`config.mk`:
```
export PLATFORM = sky130hd
export DESIGN_NAME = video_timing_gen_flat
export DESIGN_NICKNAME = d
export VERILOG_FILES = /design/src/rtl/video_pkg.sv /design/src/rtl/video_timing_gen_if.sv /design/src/rtl/video_axis_cnt.sv /design/src/rtl/video_timing_gen.sv /design/src/flat_wrapper.sv
export SDC_FILE = /design/constraint.sdc
export NUM_CORES = 1
export LEC_CHECK = 0
export BUFFER_PORTS_ARGS = -buffer_cell sky130_fd_sc_hd__buf_2
export CAP_MARGIN = 10
export CORE_MARGIN = 5
export CORE_UTILIZATION = 50
export DETAILED_ROUTE_END_ITERATION = 10
export GPL_TIMING_DRIVEN = 0
export PLACE_DENSITY = 0.83
export SETUP_SLACK_MARGIN = 0.15
export SLEW_MARGIN = 30
export SYNTH_ARGS = -nofsm -noshare
export SYNTH_HDL_FRONTEND = slang
export SYNTH_SLANG_ARGS = --single-unit
export TNS_END_PERCENT = 30
```
`constraint.sdc`:
```
create_clock -name clk_i -period 2.99 [get_ports clk_i]
set_input_delay 0.1495 -clock clk_i [delete_from_list [all_inputs] [get_ports clk_i]]
set_output_delay 0.1495 -clock clk_i [all_outputs]
set_load 0.02 [all_outputs]
```
`src/rtl/video_pkg.sv`:
```
// Shared timing constants, timing record and FSM state for the video timing generator.
// Defaults describe 1080p60; helper function sums one axis of a timing record.
package video_pkg;

    localparam int CNT_W   = 12;
    localparam int CNT_LIM = 1 << CNT_W;

    localparam int DEF_H_ACTIVE = 1920;
    localparam int DEF_H_FP     = 88;
    localparam int DEF_H_SYNC   = 44;
    localparam int DEF_H_BP     = 148;
    localparam int DEF_V_ACTIVE = 1080;
    localparam int DEF_V_FP     = 4;
    localparam int DEF_V_SYNC   = 5;
    localparam int DEF_V_BP     = 36;

    typedef struct packed {
        int active;
        int fp;
        int sync;
        int bp;
    } axis_timing_t;

    typedef struct packed {
        axis_timing_t h;
        axis_timing_t v;
    } timing_t;

    localparam timing_t DEF_1080P = '{
        h: '{DEF_H_ACTIVE, DEF_H_FP, DEF_H_SYNC, DEF_H_BP},
        v: '{DEF_V_ACTIVE, DEF_V_FP, DEF_V_SYNC, DEF_V_BP}
    };

    typedef enum logic [1:0] {
        ST_IDLE,
        ST_RUN,
        ST_DRAIN
    } vtg_state_e;

    function automatic int axis_total(input axis_timing_t t);
        return t.active + t.fp + t.sync + t.bp;
    endfunction

endpackage

```
`src/rtl/video_timing_gen_if.sv`:
```
// Video output bus: blanking, syncs, pixel position and frame-start pulse.
// master drives the bus (timing generator), slave consumes it.
interface video_timing_gen_if;
    import video_pkg::*;

    logic [1:0]       vh_blank_o;
    logic [2:0]       dvh_sync_o;
    logic [CNT_W-1:0] hcount_o;
    logic [CNT_W-1:0] vcount_o;
    logic             frame_start_o;

    modport master (
        output vh_blank_o, dvh_sync_o, hcount_o, vcount_o, frame_start_o
    );

    modport slave (
        input vh_blank_o, dvh_sync_o, hcount_o, vcount_o, frame_start_o
    );
endinterface

```
`src/rtl/video_axis_cnt.sv`:
```
// Wrap counter 0..TOTAL-1 with terminal-count flag and next-value output.
// Ports: clk_i, rst_n_i, en_i (advance), clr_i (force 0), cnt_o, nxt_o, tc_o.
module video_axis_cnt
    import video_pkg::*;
#(
    parameter int TOTAL = 16
) (
    input  logic             clk_i,
    input  logic             rst_n_i,
    input  logic             en_i,
    input  logic             clr_i,
    output logic [CNT_W-1:0] cnt_o,
    output logic [CNT_W-1:0] nxt_o,
    output logic             tc_o
);

    localparam logic [CNT_W-1:0] LAST = CNT_W'(TOTAL - 1);

    logic [CNT_W-1:0] cnt_q, cnt_d;

    assign tc_o = (cnt_q == LAST);

    always_comb begin
        cnt_d = cnt_q;
        if (clr_i)
            cnt_d = '0;
        else if (en_i)
            cnt_d = tc_o ? '0 : cnt_q + 1'b1;
    end

    always_ff @(posedge clk_i or negedge rst_n_i) begin
        if (!rst_n_i)
            cnt_q <= '0;
        else
            cnt_q <= cnt_d;
    end

    assign cnt_o = cnt_q;
    assign nxt_o = cnt_d;

endmodule

```
`src/rtl/video_timing_gen.sv`:
```
// Video timing generator: IDLE/RUN/DRAIN frame sequencer, whole frames only.
// Ports: clk_i, rst_n_i, cen_i, run_i, busy_o, vid (video bus, master).
module video_timing_gen
    import video_pkg::*;
#(
    parameter int   H_ACTIVE = DEF_1080P.h.active,
    parameter int   H_FP     = DEF_1080P.h.fp,
    parameter int   H_SYNC   = DEF_1080P.h.sync,
    parameter int   H_BP     = DEF_1080P.h.bp,
    parameter int   V_ACTIVE = DEF_1080P.v.active,
    parameter int   V_FP     = DEF_1080P.v.fp,
    parameter int   V_SYNC   = DEF_1080P.v.sync,
    parameter int   V_BP     = DEF_1080P.v.bp,
    parameter logic SYNC_POL = 1'b1
) (
    input  logic               clk_i,
    input  logic               rst_n_i,
    input  logic               cen_i,
    input  logic               run_i,
    output logic               busy_o,
    video_timing_gen_if.master vid
);

    localparam timing_t TM = '{
        h: '{H_ACTIVE, H_FP, H_SYNC, H_BP},
        v: '{V_ACTIVE, V_FP, V_SYNC, V_BP}
    };
    localparam int H_TOTAL = axis_total(TM.h);
    localparam int V_TOTAL = axis_total(TM.v);
    localparam int HS_BEG  = H_ACTIVE + H_FP;
    localparam int HS_END  = HS_BEG + H_SYNC;
    localparam int VS_BEG  = V_ACTIVE + V_FP;
    localparam int VS_END  = VS_BEG + V_SYNC;

    if (H_TOTAL > CNT_LIM || V_TOTAL > CNT_LIM) begin : g_bad_total
        $error("video_timing_gen: H_TOTAL/V_TOTAL exceed counter range");
    end

    vtg_state_e       state_q, state_d;
    logic [CNT_W-1:0] h_cnt, v_cnt, h_nxt, v_nxt;
    logic             h_tc, v_tc, last_px;
    logic             adv, clr;
    logic             act_d, hb_d, vb_d, hs_on, vs_on;
    logic [1:0]       blank_q, blank_d;
    logic [2:0]       sync_q, sync_d;
    logic             fs_q, fs_d;

    assign last_px = h_tc & v_tc;

    // A frame only ends on its last pixel; run_i is only sampled there
    // or when leaving IDLE.
    always_comb begin
        state_d = state_q;
        unique case (state_q)
            ST_IDLE:  if (run_i) state_d = ST_RUN;
            ST_RUN:   if (!run_i) state_d = last_px ? ST_IDLE : ST_DRAIN;
            ST_DRAIN: begin
                if (run_i)
                    state_d = ST_RUN;
                else if (last_px)
                    state_d = ST_IDLE;
            end
            default:  state_d = ST_IDLE;
        endcase
    end

    // Leaving IDLE presents (0,0) with counters still at 0, so the
    // counters only advance while both current and next state are live.
    assign adv = cen_i & (state_q != ST_IDLE) & (state_d != ST_IDLE);
    assign clr = cen_i & (state_d == ST_IDLE);

    video_axis_cnt #(.TOTAL(H_TOTAL)) u_hcnt (
        .clk_i   (clk_i),
        .rst_n_i (rst_n_i),
        .en_i    (adv),
        .clr_i   (clr),
        .cnt_o   (h_cnt),
        .nxt_o   (h_nxt),
        .tc_o    (h_tc)
    );

    video_axis_cnt #(.TOTAL(V_TOTAL)) u_vcnt (
        .clk_i   (clk_i),
        .rst_n_i (rst_n_i),
        .en_i    (adv & h_tc),
        .clr_i   (clr),
        .cnt_o   (v_cnt),
        .nxt_o   (v_nxt),
        .tc_o    (v_tc)
    );

    // Decode the next position so flags register alongside the counters.
    always_comb begin
        act_d   = (state_d != ST_IDLE);
        hb_d    = !act_d || (int'(h_nxt) >= H_ACTIVE);
        vb_d    = !act_d || (int'(v_nxt) >= V_ACTIVE);
        hs_on   = act_d && (int'(h_nxt) >= HS_BEG) && (int'(h_nxt) < HS_END);
        vs_on   = act_d && (int'(v_nxt) >= VS_BEG) && (int'(v_nxt) < VS_END);
        blank_d = {vb_d, hb_d};
        sync_d  = {~(hb_d | vb_d),
                   vs_on ? SYNC_POL : ~SYNC_POL,
                   hs_on ? SYNC_POL : ~SYNC_POL};
        fs_d    = act_d && (h_nxt == '0) && (v_nxt == '0);
    end

    always_ff @(posedge clk_i or negedge rst_n_i) begin
        if (!rst_n_i) begin
            state_q <= ST_IDLE;
            blank_q <= 2'b11;
            sync_q  <= {1'b0, ~SYNC_POL, ~SYNC_POL};
            fs_q    <= 1'b0;
        end else if (cen_i) begin
            state_q <= state_d;
            blank_q <= blank_d;
            sync_q  <= sync_d;
            fs_q    <= fs_d;
        end
    end

    assign busy_o            = (state_q != ST_IDLE);
    assign vid.vh_blank_o    = blank_q;
    assign vid.dvh_sync_o    = sync_q;
    assign vid.hcount_o      = h_cnt;
    assign vid.vcount_o      = v_cnt;
    assign vid.frame_start_o = fs_q;

endmodule

```
`src/flat_wrapper.sv`:
```
// flat-port wrapper written by rule: the top's interface ports become plain ports
module video_timing_gen_flat import video_pkg::*;
#(
    parameter int   H_ACTIVE = DEF_1080P.h.active,
    parameter int   H_FP     = DEF_1080P.h.fp,
    parameter int   H_SYNC   = DEF_1080P.h.sync,
    parameter int   H_BP     = DEF_1080P.h.bp,
    parameter int   V_ACTIVE = DEF_1080P.v.active,
    parameter int   V_FP     = DEF_1080P.v.fp,
    parameter int   V_SYNC   = DEF_1080P.v.sync,
    parameter int   V_BP     = DEF_1080P.v.bp,
    parameter logic SYNC_POL = 1'b1
)
  (clk_i, rst_n_i, cen_i, run_i, busy_o, vid_vh_blank_o, vid_dvh_sync_o, vid_hcount_o, vid_vcount_o, vid_frame_start_o);
  video_timing_gen_if vid_i ();
  input  logic clk_i;
  input  logic rst_n_i;
  input  logic cen_i;
  input  logic run_i;
  output logic busy_o;
  output wire logic [$bits(vid_i.vh_blank_o)-1:0] vid_vh_blank_o;
  output wire logic [$bits(vid_i.dvh_sync_o)-1:0] vid_dvh_sync_o;
  output wire logic [$bits(vid_i.hcount_o)-1:0] vid_hcount_o;
  output wire logic [$bits(vid_i.vcount_o)-1:0] vid_vcount_o;
  output wire logic [$bits(vid_i.frame_start_o)-1:0] vid_frame_start_o;
  assign vid_vh_blank_o = vid_i.vh_blank_o;
  assign vid_dvh_sync_o = vid_i.dvh_sync_o;
  assign vid_hcount_o = vid_i.hcount_o;
  assign vid_vcount_o = vid_i.vcount_o;
  assign vid_frame_start_o = vid_i.frame_start_o;
  video_timing_gen #(.H_ACTIVE(H_ACTIVE), .H_FP(H_FP), .H_SYNC(H_SYNC), .H_BP(H_BP), .V_ACTIVE(V_ACTIVE), .V_FP(V_FP), .V_SYNC(V_SYNC), .V_BP(V_BP), .SYNC_POL(SYNC_POL)) u_core (.clk_i(clk_i), .rst_n_i(rst_n_i), .cen_i(cen_i), .run_i(run_i), .busy_o(busy_o), .vid(vid_i));
endmodule
```
==> Implementation_results.wiki, run 1 <==
{| class="wikitable"
! Metric !! Value
|-
| Setup repair after global routing missed its margin || true
|-
| Number of nets in the layout || 283
|-
| Worst Skew || 0.00720 ns
|-
| FF+latch count, synth || 32
|-
| Post-synthesis compound-gate area fraction || 14.4%
|-
| FMAX || 0.359 GHz
|-
| Register area share after synthesis || 39.1%
|-
| Die Width || 74.1 um
|-
| Maximum capacitance violations || 0
|-
| Worst rel slew slack || 52.3%
|-
| Status || finished, final reports clean
|-
| Skew-Pair Late Insertion Delay || 0.29 ns
|-
| Share of post-route cells with drive strength above 1 || 29.2%
|-
| Area overhead of the layout relative to synthesis || 23.4%
|-
| Routing usage on met3 || 4.46%
|-
| Critical path's slowest cell || sky130_fd_sc_hd__or4b_4
|-
| Fraction of met1 tracks used by global routing || 26.1%
|-
| Number of global-route vias before repair || 1,786
|-
| Family with the most delay on the worst path || simple AND/OR/NAND/NOR gates
|-
| Number of max-slew violations in the final report || 0
|-
| H-tree Lvls || 2
|-
| Synthesized instance count || 226
|-
| Pre-antenna DRT Iters || 5
|-
| Post-synthesis simple-gate area fraction || 29.1%
|-
| Buffers and inverters on the worst path || 1
|-
| IR Drop Worst-Case VDD || 0.000540 V
|-
| Post-route antenna net violation count || 0
|-
| Standard-cell row count || 23
|-
| Via count || 1,936
|-
| Kind of end point of the critical path || flip-flop
|-
| Routed wire length per instance || 16.1 um
|-
| Unique cell type count in the Yosys netlist || 56
|-
| Adder-Cell Fraction of Synth Area || 1.83%
|-
| Post-synthesis instance area || 0.00206 sq mm
|-
| Max stage delay on crit path || 0.54 ns
|-
| Count of final setup violators || 0
|-
| Area inside the core boundary || 0.00400 sq mm
|-
| Yosys warnings || 0
|-
| Die Span Y || 74.1 um
|-
| Number of enable-type register cells in the synthesized netlist || 0
|-
| Worst hold margin || 0.232 ns
|-
| DRT iter0 DRCs || 167
|-
| Root buffer selected by CTS || sky130_fd_sc_hd__clkbuf_8
|-
| Placed insts || 308
|-
| Layer carrying the most global-route usage || met2
|-
| Final std cells w/o fill || 327
|-
| Die area || 0.00549 sq mm
|-
| Number of CTS-inserted buffers || 5
|-
| Static leakage power || 1.21 nW
|-
| Starting density of the core || 51.4%
|-
| Share of flip-flops with an asynchronous set or reset || 100%
|-
| GR met2 Demand/Resource || 32.6%
|-
| Final estimated routing congestion in global placement || 0.911
|-
| Number of hold-slack violations in the final timing report || 0
|-
| Clock-pin slew on the worst setup and hold paths || 0.08 ns
|-
| Combined area of the multi-input logic cells || 0.00121 sq mm
|-
| Antenna Cells || 0
|-
| First-pass GRT wire length || 8380 um
|-
| Largest net degree at the start of global routing || 33
|-
| Initial antenna violation count || 0
|-
| Number of sinks handled by clock tree synthesis || 32
|-
| Critical Path Start Type || flip-flop
|-
| Primary flip-flop cell chosen by synthesis mapping || sky130_fd_sc_hd__dfrtp_1
|-
| Most common cell after layout, fill and taps aside || sky130_fd_sc_hd__buf_2
|-
| Fillers || 323
|-
| Footprint of the flip-flops and latches || 808 sq um
|-
| Ports placed on the boundary || 35
|-
| Number of remaining DRC errors || 0
|-
| Worst path cell trace || or4b_4 -> or3_4 -> buf_6 -> o31a_4 -> nand2_4 -> xor2_2 -> a41o_1 -> nand2_1 -> o32ai_2
|-
| Classification of the worst-slack hold path || in -> reg
|-
| Pwr Density || 482 mW/mm^2
|-
| Total routing usage reported by global routing || 19.8%
|-
| TritonCTS clock tree || built
|-
| Endpoint required time on the critical path || 3.19 ns
|-
| Per-cell via count in the routed design || 5.92
|-
| Fin crit period || 2.78 ns
|-
| Congestion Overflow GR || 0
|-
| Port Buffer Count || 32
|-
| Clock tree buffer depth || 2
|-
| Final Routed Wirelength || 5270 um
|-
| Share of the cycle needed by the critical path after routing || 93.1%
|-
| Mux contribution to synthesized area || 0.487%
|-
| Synth Net Count || 233
|-
| Crit path max fanout || 8
|-
| Area share of xor/xnor cells in the synthesized design || 10.5%
|-
| Placed wire-length estimate || 3610 um
|-
| Largest family of logic cells by synthesized area || simple AND/OR/NAND/NOR gates
|-
| Syn_area_per_cell || 9.10 sq um
|-
| Data arrival time of the worst path || 2.99 ns
|-
| Commonest cells after routing, fill and taps aside || sky130_fd_sc_hd__buf_2 (33), sky130_fd_sc_hd__dfrtp_1 (26), sky130_fd_sc_hd__nor2_1 (24)
|-
| Worst setup path class || reg -> reg
|-
| Worst Tran Pin Value || 0.715 ns
|}
where the power goes:
part | internal (W) | total, W | switching, W
combinational | 0.000114 | 0.000291 | 0.000177
sequential | 0.000468 | 0.000498 | 0.0000294
clock | 0.000251 | 0.000434 | 0.000183
total | 0.000833 | 0.00122 | 0.000389
Yosys cell counts, types with 2 or more instances:
| library cell | number | area (sq um) |
|---|---|---|
| sky130_fd_sc_hd__nand4_1 | 12 | 75.1 |
| sky130_fd_sc_hd__o22ai_1 | 2 | 12.5 |
| sky130_fd_sc_hd__o21ai_0 | 7 | 35.0 |
| sky130_fd_sc_hd__nor3b_1 | 2 | 15.0 |
| sky130_fd_sc_hd__nor2_1 | 25 | 93.8 |
| sky130_fd_sc_hd__clkbuf_1 | 5 | 18.8 |
| sky130_fd_sc_hd__a21oi_1 | 5 | 25.0 |
| sky130_fd_sc_hd__nor4bb_1 | 3 | 30.0 |
| sky130_fd_sc_hd__clkbuf_2 | 2 | 10.0 |
| sky130_fd_sc_hd__nand2_1 | 15 | 56.3 |
| sky130_fd_sc_hd__and4b_1 | 2 | 20.0 |
| sky130_fd_sc_hd__ha_1 | 3 | 37.5 |
| sky130_fd_sc_hd__o22a_1 | 3 | 26.3 |
| sky130_fd_sc_hd__nand3b_1 | 2 | 15.0 |
| sky130_fd_sc_hd__or3_1 | 2 | 12.5 |
| sky130_fd_sc_hd__buf_2 | 2 | 10.0 |
| sky130_fd_sc_hd__nor3_1 | 11 | 55.1 |
| sky130_fd_sc_hd__o32ai_2 | 2 | 32.5 |
| sky130_fd_sc_hd__nor4_1 | 3 | 18.8 |
| sky130_fd_sc_hd__o31ai_1 | 2 | 15.0 |
| sky130_fd_sc_hd__o21a_1 | 3 | 22.5 |
| sky130_fd_sc_hd__a31oi_1 | 4 | 25.0 |
| sky130_fd_sc_hd__nand3_1 | 12 | 60.1 |
| sky130_fd_sc_hd__dfrtp_1 | 30 | 751 |
| sky130_fd_sc_hd__inv_1 | 11 | 41.3 |
| sky130_fd_sc_hd__xor2_1 | 9 | 78.8 |
| sky130_fd_sc_hd__xnor2_1 | 12 | 105 |
| sky130_fd_sc_hd__dfstp_2 | 2 | 52.6 |
| sky130_fd_sc_hd__nor2b_1 | 4 | 25.0 |
| sky130_fd_sc_hd__and3_1 | 3 | 18.8 |
path summary, 6_finish.rpt:
kind | from | endpoint | slack [ns] | cells after the start
worst max register to register | u_core.u_vcnt.cnt_o[9]$_DFF_PN0_ | u_core.vid.frame_start_o$_DFFE_PN0P_ | 0.21 | 9
max in group asynchronous | rst_n_i | u_core.u_hcnt.cnt_o[0]$_DFF_PN0_ | 2.04 | 2
worst min register to register | u_core.vid.dvh_sync_o[0]$_DFFE_PN0P_ | u_core.vid.dvh_sync_o[0]$_DFFE_PN0P_ | 0.54 | 2
worst max-delay path | u_core.u_vcnt.cnt_o[9]$_DFF_PN0_ | u_core.vid.frame_start_o$_DFFE_PN0P_ | 0.21 | 9
min in group asynchronous | rst_n_i | u_core.state_q[1]$_DFFE_PN0P_ | 0.44 | 2
worst min-delay path | run_i | u_core.state_q[1]$_DFFE_PN0P_ | 0.23 | 2
per-layer routing:
metal / wire length (um) / share of wire [%]
met5: 0 / 0
met4: 107 / 2.0
met2: 2540 / 48
met1: 2270 / 43
met3: 353 / 6.7
registers in the layout, summed over array words and instances (netlist names):
register	flops
u_core.u_hcnt.cnt_o	12
u_core.state_q	2
u_core.vid.vh_blank_o	2
u_core.vid.frame_start_o	1
u_core.vid.dvh_sync_o	3
u_core.u_vcnt.cnt_o	12
worst reg2reg max path, cell delays in order, from the launching register on:
cell,delay [ns]
sky130_fd_sc_hd__dfrtp_2,0.46
sky130_fd_sc_hd__or4b_4,0.54
sky130_fd_sc_hd__or3_4,0.38
sky130_fd_sc_hd__buf_6,0.14
sky130_fd_sc_hd__o31a_4,0.36
sky130_fd_sc_hd__nand2_4,0.08
sky130_fd_sc_hd__xor2_2,0.16
sky130_fd_sc_hd__a41o_1,0.25
sky130_fd_sc_hd__nand2_1,0.08
sky130_fd_sc_hd__o32ai_2,0.23
final cells by class:
class	count	share of cell area, %
clock buffer	5	2.71
tap	50	2.47
inverter	11	1.63
sequential	32	31.9
clock inverter	3	1.82
buffer	11	2.22
timing repair buffer	43	9.66
multi-input combinational	172	47.6
timing repair:
item,4_1_cts,5_1_grt
setup buffers,7,3
cloned,0,0
pin swaps,4,2
hold endpoints to repair,30,0
hold buffers,1,0
gates resized for setup,8,9
endpoints found under the setup margin,5,5
stage by stage:
step | instance area (sq um) | TNS, ns | total power [W] | util, % | setup slack (ns)
6_report | 2540 | 0 | 0.00122 | 63.4 | 0.205
5_1_grt | 2540 | 0 | 0.00128 | 63.4 | 0.141
4_1_cts | 2480 | 0 | 0.00121 | 62.0 | 0.153
3_5_place_dp | 2280 | -0.0293 | 0.000771 | 57.0 | -0.0293
3_3_place_gp | 2280 | -0.000964 | 0.000765 | 57.0 | -0.000964
2_1_floorplan | 2060 | 0 | 0.000692 | - | 0.198
logic make-up after synthesis:
group | Yosys count
compound gates | 38
xor+xnor | 23
fa+ha+maj | 3
buf+inv | 22
flops | 32
mux | 1
simple gates | 107
No activity file was read; power rests on OpenSTA's default activity.
==> run 2, diff against run 1 <==
==> constraint.sdc (replaced) <==
create_clock -name clk_i -period 2.99 [get_ports clk_i]
set_input_delay 0.598 -clock clk_i [delete_from_list [all_inputs] [get_ports clk_i]]
set_output_delay 0.598 -clock clk_i [all_outputs]
set_load 0.02 [all_outputs]
==> run 2 against run 1 <==
Sequential share of layout area up 0.13 points. Die area stayed put. Clock skew grew 0.00083 ns. Flip-flop and latch count is the same. Worst setup slack improved by 0.0057 ns. Combinational power about the same. Final cell count down 0.31%. Non-clock buffer count is 1 lower. Utilization decreased by 0.25 points. Sequential power about the same. Clock-buffer cell count unchanged. Hold slack improved by 0.12 ns. Largest cell class unchanged.
==> Implementation_results.wiki, run 2 (same netlist as run 1, synthesis figures left out) <==
{| class="wikitable"
! Metric !! Value
|-
| Final Routed Wirelength || 5250 um
|-
| Number of max-slew violations in the final report || 0
|-
| Final estimated routing congestion in global placement || 0.911
|-
| Port Buffer Count || 32
|-
| Worst rel slew slack || 52.2%
|-
| Fillers || 324
|-
| First-pass GRT wire length || 8380 um
|-
| Most common cell after layout, fill and taps aside || sky130_fd_sc_hd__buf_2
|-
| Standard-cell row count || 23
|-
| Commonest cells after routing, fill and taps aside || sky130_fd_sc_hd__buf_2 (33), sky130_fd_sc_hd__dfrtp_1 (26), sky130_fd_sc_hd__nor2_1 (24)
|-
| Routed wire length per instance || 16.1 um
|-
| Die Width || 74.1 um
|-
| Critical Path Start Type || flip-flop
|-
| FMAX || 0.360 GHz
|-
| Crit path max fanout || 8
|-
| Maximum capacitance violations || 0
|-
| Setup TNS || 0 ns
|-
| Kind of end point of the critical path || flip-flop
|-
| Worst path cell trace || or4b_4 -> or3_4 -> buf_6 -> o31a_4 -> nand2_4 -> xor2_2 -> a41o_1 -> nand2_1 -> o32ai_2
|-
| Number of remaining DRC errors || 0
|-
| Number of sinks handled by clock tree synthesis || 32
|-
| Area inside the core boundary || 0.00400 sq mm
|-
| Hold buffer count at CTS || 0
|-
| Congestion Overflow GR || 0
|-
| Clock tree buffer depth || 2
|-
| Endpoint required time on the critical path || 3.20 ns
|-
| IR Drop Worst-Case VDD || 0.000540 V
|-
| Initial antenna violation count || 0
|-
| Buffers and inverters on the worst path || 1
|-
| Ports placed on the boundary || 35
|-
| Root buffer selected by CTS || sky130_fd_sc_hd__clkbuf_8
|-
| Static leakage power || 1.20 nW
|-
| Post-route antenna net violation count || 0
|-
| Worst Skew || 0.00803 ns
|-
| Starting density of the core || 51.4%
|-
| Pwr Density || 484 mW/mm^2
|-
| Classification of the worst-slack hold path || in -> async
|-
| Via count || 1,939
|-
| Fin crit period || 2.78 ns
|-
| Status || finished, final reports clean
|-
| Die Span Y || 74.1 um
|-
| Area overhead of the layout relative to synthesis || 22.9%
|-
| Number of nets in the layout || 282
|-
| DRT iter0 DRCs || 137
|-
| Total routing usage reported by global routing || 19.8%
|-
| Worst setup slack for register-to-register paths || 0.21 ns
|-
| Number of hold-slack violations in the final timing report || 0
|-
| Die area || 0.00549 sq mm
|-
| H-tree Lvls || 2
|-
| Antenna Cells || 0
|-
| Worst Tran Pin Value || 0.718 ns
|-
| Critical path's slowest cell || sky130_fd_sc_hd__or4b_4
|-
| Worst setup path class || reg -> reg
|-
| Pre-antenna DRT Iters || 6
|-
| Placement Setup Slack || -0.0453 ns
|-
| Number of global-route vias before repair || 1,786
|-
| Per-cell via count in the routed design || 5.95
|-
| Skew-Pair Late Insertion Delay || 0.29 ns
|-
| Number of CTS-inserted buffers || 5
|-
| Clock-pin slew on the worst setup and hold paths || 0.08 ns
|-
| Share of post-route cells with drive strength above 1 || 29.3%
|-
| Post-layout worst setup margin || 0.211 ns
|-
| Data arrival time of the worst path || 2.98 ns
|-
| Placed wire-length estimate || 3610 um
|-
| Family with the most delay on the worst path || simple AND/OR/NAND/NOR gates
|-
| Share of the cycle needed by the critical path after routing || 92.9%
|-
| Max stage delay on crit path || 0.54 ns
|-
| Setup repair after global routing missed its margin || true
|-
| TritonCTS clock tree || built
|-
| Count of final setup violators || 0
|-
| Largest net degree at the start of global routing || 33
|}
==> run 2: changes by cell type in the layout (fill, tap and decap cells not counted), sizes merged <==
cell         before  now
dlygate4sd3       1    0
==> run 2: power breakdown <==
part	total, W	switching (W)	internal, W
clock network	0.000435	0.000184	0.000251
registers	0.000498	0.0000301	0.000468
logic	0.000291	0.000177	0.000113
==> run 2: path summary, 6_finish.rpt <==
path	from	to	depth (start not counted)
max	u_core.u_vcnt.cnt_o[9]$_DFF_PN0_	u_core.vid.frame_start_o$_DFFE_PN0P_	9
min	rst_n_i	u_core.state_q[1]$_DFFE_PN0P_	1
max reg2reg	u_core.u_vcnt.cnt_o[9]$_DFF_PN0_	u_core.vid.frame_start_o$_DFFE_PN0P_	9
min reg2reg	u_core.vid.dvh_sync_o[0]$_DFFE_PN0P_	u_core.vid.dvh_sync_o[0]$_DFFE_PN0P_	2
max in group asynchronous	rst_n_i	u_core.u_hcnt.cnt_o[0]$_DFF_PN0_	1
min in group clk_i	u_core.vid.dvh_sync_o[0]$_DFFE_PN0P_	u_core.vid.dvh_sync_o[0]$_DFFE_PN0P_	2
==> run 2: layout make-up <==
type / instances / area, sq um / area share, %
buffer: 11 / 56.3 / 2.23
clock buffer: 5 / 68.8 / 2.72
clock inverter: 3 / 46.3 / 1.83
inverter: 11 / 41.3 / 1.63
multi-input combinational: 172 / 1210 / 47.8
sequential: 32 / 808 / 32.0
tap: 50 / 62.6 / 2.48
timing repair buffer: 42 / 235 / 9.31
==> run 2: routing by layer <==
layer | GRT usage (%) | share of wire [%]
met2 | 32.6 | 48
met3 | 4.46 | 7.0
met1 | 26.1 | 43
met4 | 6.24 | 2.3
met5 | 0 | 0
==> run 2: repair_timing <==
item,in CTS,in global routing
buffers inserted,7,3
pin swaps,4,2
resized for setup,8,9
endpoints found under the setup margin,5,5
==> run 2: through the flow <==
step	power (W)	util [%]	area, sq um	cells	hold slack (ns)
2_1_floorplan	0.000692	-	2060	226	0.302
3_3_place_gp	0.000765	57.0	2280	308	0.500
3_5_place_dp	0.000771	57.0	2280	308	0.521
4_1_cts	0.00121	61.8	2470	323	0.388
5_1_grt	0.00128	63.2	2530	326	0.429
6_report	0.00122	63.2	2530	326	0.354
==> run 3, diff against run 2 <==
--- a/config.mk
+++ b/config.mk
@@ -11,10 +11,11 @@
 export CORE_UTILIZATION = 50
 export DETAILED_ROUTE_END_ITERATION = 10
 export GPL_TIMING_DRIVEN = 0
-export PLACE_DENSITY = 0.83
+export PLACE_DENSITY = 0.84
 export SETUP_SLACK_MARGIN = 0.15
 export SLEW_MARGIN = 30
 export SYNTH_ARGS = -nofsm -noshare
 export SYNTH_HDL_FRONTEND = slang
+export SYNTH_HIERARCHICAL = 1
 export SYNTH_SLANG_ARGS = --single-unit
 export TNS_END_PERCENT = 30
==> run 3 against run 2 <==
The flow now finishes with violations (negative setup slack). Hold slack got worse by 0.069 ns. Total power decreased by 17%. Final cell count decreased by 11%. Worst setup slack got worse by 0.56 ns. Critical path depth increased by 7. Critical path type unchanged. Highest routed layer unchanged.
==> Implementation_results.wiki, run 3 <==
{| class="wikitable"
! Metric !! Value
|-
| Worst setup path class || reg -> reg
|-
| Crit path max fanout || 6
|-
| DRT iter0 DRCs || 100
|-
| Placed insts || 264
|-
| IR Drop Worst-Case VDD || 0.000379 V
|-
| Worst Tran Pin Value || 0.699 ns
|-
| Routed wire length per instance || 15.8 um
|-
| Worst rel slew slack || 53.4%
|-
| Number of max-slew violations in the final report || 0
|-
| Syn_area_per_cell || 9.70 sq um
|-
| Number of nets in the layout || 251
|-
| Critical Path Start Type || flip-flop
|-
| TritonCTS clock tree || built
|-
| Port Buffer Count || 34
|-
| Synth Net Count || 192
|-
| Static leakage power || 1.08 nW
|-
| Congestion Overflow GR || 0
|-
| Yosys warnings || 6
|-
| Area share of the leading cell type in the synthesized netlist || 42.0%
|-
| Number of remaining DRC errors || 0
|-
| Antenna Cells || 0
|-
| Synth top area cells || sky130_fd_sc_hd__dfrtp_1 (42%), sky130_fd_sc_hd__xnor2_1 (6.9%), sky130_fd_sc_hd__nor2_1 (6.3%), sky130_fd_sc_hd__xor2_1 (3.9%), sky130_fd_sc_hd__dfstp_2 (2.9%)
|-
| Data arrival time of the worst path || 3.62 ns
|-
| Final std cells w/o fill || 290
|-
| Clock-pin slew on the worst setup and hold paths || 0.11 ns
|-
| Area inside the core boundary || 0.00339 sq mm
|-
| Die area || 0.00487 sq mm
|-
| Most common cell after layout, fill and taps aside || sky130_fd_sc_hd__buf_2
|-
| Failing checks || negative setup slack
|-
| Share of post-route cells with drive strength above 1 || 45.1%
|-
| Synthesized instance count || 184
|-
| Clock tree buffer depth || 2
|-
| Classification of the worst-slack hold path || in -> async
|-
| Cell type contributing the most total cell area after synthesis || sky130_fd_sc_hd__dfrtp_1
|-
| Maximum capacitance violations || 0
|-
| First-pass GRT wire length || 7250 um
|-
| Commonest cells after routing, fill and taps aside || sky130_fd_sc_hd__buf_2 (34), sky130_fd_sc_hd__nor2_1 (22), sky130_fd_sc_hd__dfrtp_1 (21)
|-
| Setup repair after global routing missed its margin || true
|-
| Area overhead of the layout relative to synthesis || 33.9%
|-
| Sequential power share || 50.0%
|-
| Die Width || 69.8 um
|-
| Number of global-route vias before repair || 1,497
|-
| Root buffer selected by CTS || sky130_fd_sc_hd__clkbuf_4
|-
| Share of the cycle needed by the critical path after routing || 112%
|-
| H-tree Lvls || 2
|-
| Largest net degree at the start of global routing || 33
|-
| Ports placed on the boundary || 35
|-
| Pwr Density || 427 mW/mm^2
|-
| Switching power share of the total || 33.3%
|-
| Fin crit period || 3.33 ns
|-
| Kind of end point of the critical path || flip-flop
|-
| Placed wire-length estimate || 2880 um
|-
| Final Routed Wirelength || 4570 um
|-
| Number of sinks handled by clock tree synthesis || 32
|-
| Internal power consumption || 0.000681 W
|-
| Endpoint required time on the critical path || 3.27 ns
|-
| Top cells by count, synth || sky130_fd_sc_hd__dfrtp_1 (30), sky130_fd_sc_hd__nor2_1 (30), sky130_fd_sc_hd__xnor2_1 (14)
|-
| Status || complete, but fails checks
|-
| NetSw || 0.000340 W
|-
| Worst Skew || 0.0180 ns
|-
| Post-synthesis instance area || 0.00179 sq mm
|-
| Pre-antenna DRT Iters || 4
|-
| Fraction of power consumed by the clock network || 26.1%
|-
| Total routing usage reported by global routing || 19.0%
|-
| Number of enable-type register cells in the synthesized netlist || 0
|-
| Fillers || 240
|-
| Post-layout worst setup margin || -0.345 ns
|-
| Number of hold-slack violations in the final timing report || 0
|-
| Setup TNS || -1.43 ns
|-
| Hold buffer count at CTS || 0
|-
| Number of CTS-inserted buffers || 5
|-
| FMAX || 0.300 GHz
|-
| Initial antenna violation count || 0
|-
| Skew-Pair Late Insertion Delay || 0.34 ns
|-
| Final estimated routing congestion in global placement || 0.844
|-
| Die Span Y || 69.8 um
|-
| Depth of the most critical reg-to-reg path || 16
|-
| Via count || 1,630
|-
| Starting density of the core || 52.7%
|-
| Primary flip-flop cell chosen by synthesis mapping || sky130_fd_sc_hd__dfrtp_1
|-
| Register area share after synthesis || 45.0%
|-
| Count of final setup violators || 5
|-
| Standard-cell row count || 21
|-
| FF+latch count, synth || 32
|-
| Unique cell type count in the Yosys netlist || 44
|-
| Per-cell via count in the routed design || 5.62
|-
| Share of flip-flops with an asynchronous set or reset || 100%
|-
| Post-route antenna net violation count || 0
|-
| Part of the total power dissipated in combinational logic || 23.9%
|}
-- run 3: worst max-delay path: stages, from the launching register on --
cell and delay [ns]:
sky130_fd_sc_hd__dfrtp_2 0.42, sky130_fd_sc_hd__or4_4 0.55, sky130_fd_sc_hd__nor3_4 0.22, sky130_fd_sc_hd__a2bb2oi_2 0.10, sky130_fd_sc_hd__o211ai_4 0.19, sky130_fd_sc_hd__a21oi_2 0.06, sky130_fd_sc_hd__and2_1 0.14, sky130_fd_sc_hd__buf_6 0.13
sky130_fd_sc_hd__and4_4 0.18, sky130_fd_sc_hd__nand3_2 0.07, sky130_fd_sc_hd__xor2_1 0.18, sky130_fd_sc_hd__nor2_2 0.09, sky130_fd_sc_hd__nor4_4 0.33, sky130_fd_sc_hd__nor2b_4 0.22, sky130_fd_sc_hd__a21oi_2 0.08, sky130_fd_sc_hd__buf_4 0.14
sky130_fd_sc_hd__o22a_1 0.15
-- run 3: path summary, 6_finish.rpt --
path	from	slack (ns)	to
max reg2reg	u_core/u_hcnt/cnt_o[9]$_DFF_PN0_	-0.34	u_core/vid.vh_blank_o[1]$_DFFE_PN1P_
min in group clk_i	u_core/vid.dvh_sync_o[2]$_DFFE_PN0P_	0.52	u_core/vid.dvh_sync_o[2]$_DFFE_PN0P_
min	rst_n_i	0.28	u_core/vid.dvh_sync_o[2]$_DFFE_PN0P_
min reg2reg	u_core/vid.dvh_sync_o[2]$_DFFE_PN0P_	0.52	u_core/vid.dvh_sync_o[2]$_DFFE_PN0P_
max	u_core/u_hcnt/cnt_o[9]$_DFF_PN0_	-0.34	u_core/vid.vh_blank_o[1]$_DFFE_PN1P_
max in group asynchronous	rst_n_i	2.21	u_core/u_hcnt/cnt_o[0]$_DFF_PN0_
-- run 3: logic make-up after synthesis --
kind of cell | after synthesis | synth area share [%]
AO/OA/AOI/OAI | 20 | 8.41
AND/OR/NAND/NOR | 91 | 27.7
buffers and inverters | 13 | 4.20
XOR/XNOR | 22 | 10.8
adder cells (fa/ha/maj) | 4 | 2.80
multiplexers | 2 | 1.12
flip-flops | 32 | 45.0
-- run 3: cell type report --
cell class | count | area [sq um] | area share, %
buffer | 5 | 51.3 | 2.15
clock buffer | 7 | 55.1 | 2.30
clock inverter | 1 | 7.51 | 0.314
inverter | 8 | 30.0 | 1.26
multi-input combinational | 139 | 1070 | 44.6
sequential | 32 | 815 | 34.1
tap | 46 | 57.6 | 2.41
timing repair buffer | 52 | 309 | 12.9
-- run 3: what timing repair did --
action / in CTS / in global routing
resized for setup: 14 / 17
endpoints found under the setup margin: 13 / 7
buffers inserted: 17 / 1
pin swaps: 15 / 6
-- run 3: power by group through the flow --
| stage | Sequential (W) | Clock [W] | Combinational, W |
|---|---|---|---|
| floorplan | 0.000546 | 0 | 0.000122 |
| global placement | 0.000516 | 0 | 0.000221 |
| detailed placement | 0.000516 | 0 | 0.000225 |
| CTS | 0.000509 | 0.000266 | 0.000237 |
| global route | 0.000521 | 0.000287 | 0.000266 |
| finish | 0.000511 | 0.000266 | 0.000244 |
-- run 3: routing by layer --
metal | routed length [um] | track usage [%]
met3 | 294 | 4.06
met4 | 67 | 8.94
met2 | 2190 | 29.6
met5 | 0 | 0
met1 | 2020 | 25.1
-- run 3: per-stage QoR --
stage / power [W] / setup WS [ns] / instance area, sq um / utilization [%] / hold slack [ns]
after detailed placement: 0.000741 / -0.697 / 2050 / 60.6 / 0.476
final: 0.00102 / -0.345 / 2390 / 70.5 / 0.284
after floorplan: 0.000668 / -0.261 / 1830 / - / 0.302
after global routing: 0.00107 / -0.491 / 2390 / 70.5 / 0.347
after global placement: 0.000737 / -0.653 / 2050 / 60.6 / 0.475
after CTS: 0.00101 / -0.282 / 2320 / 68.3 / 0.302
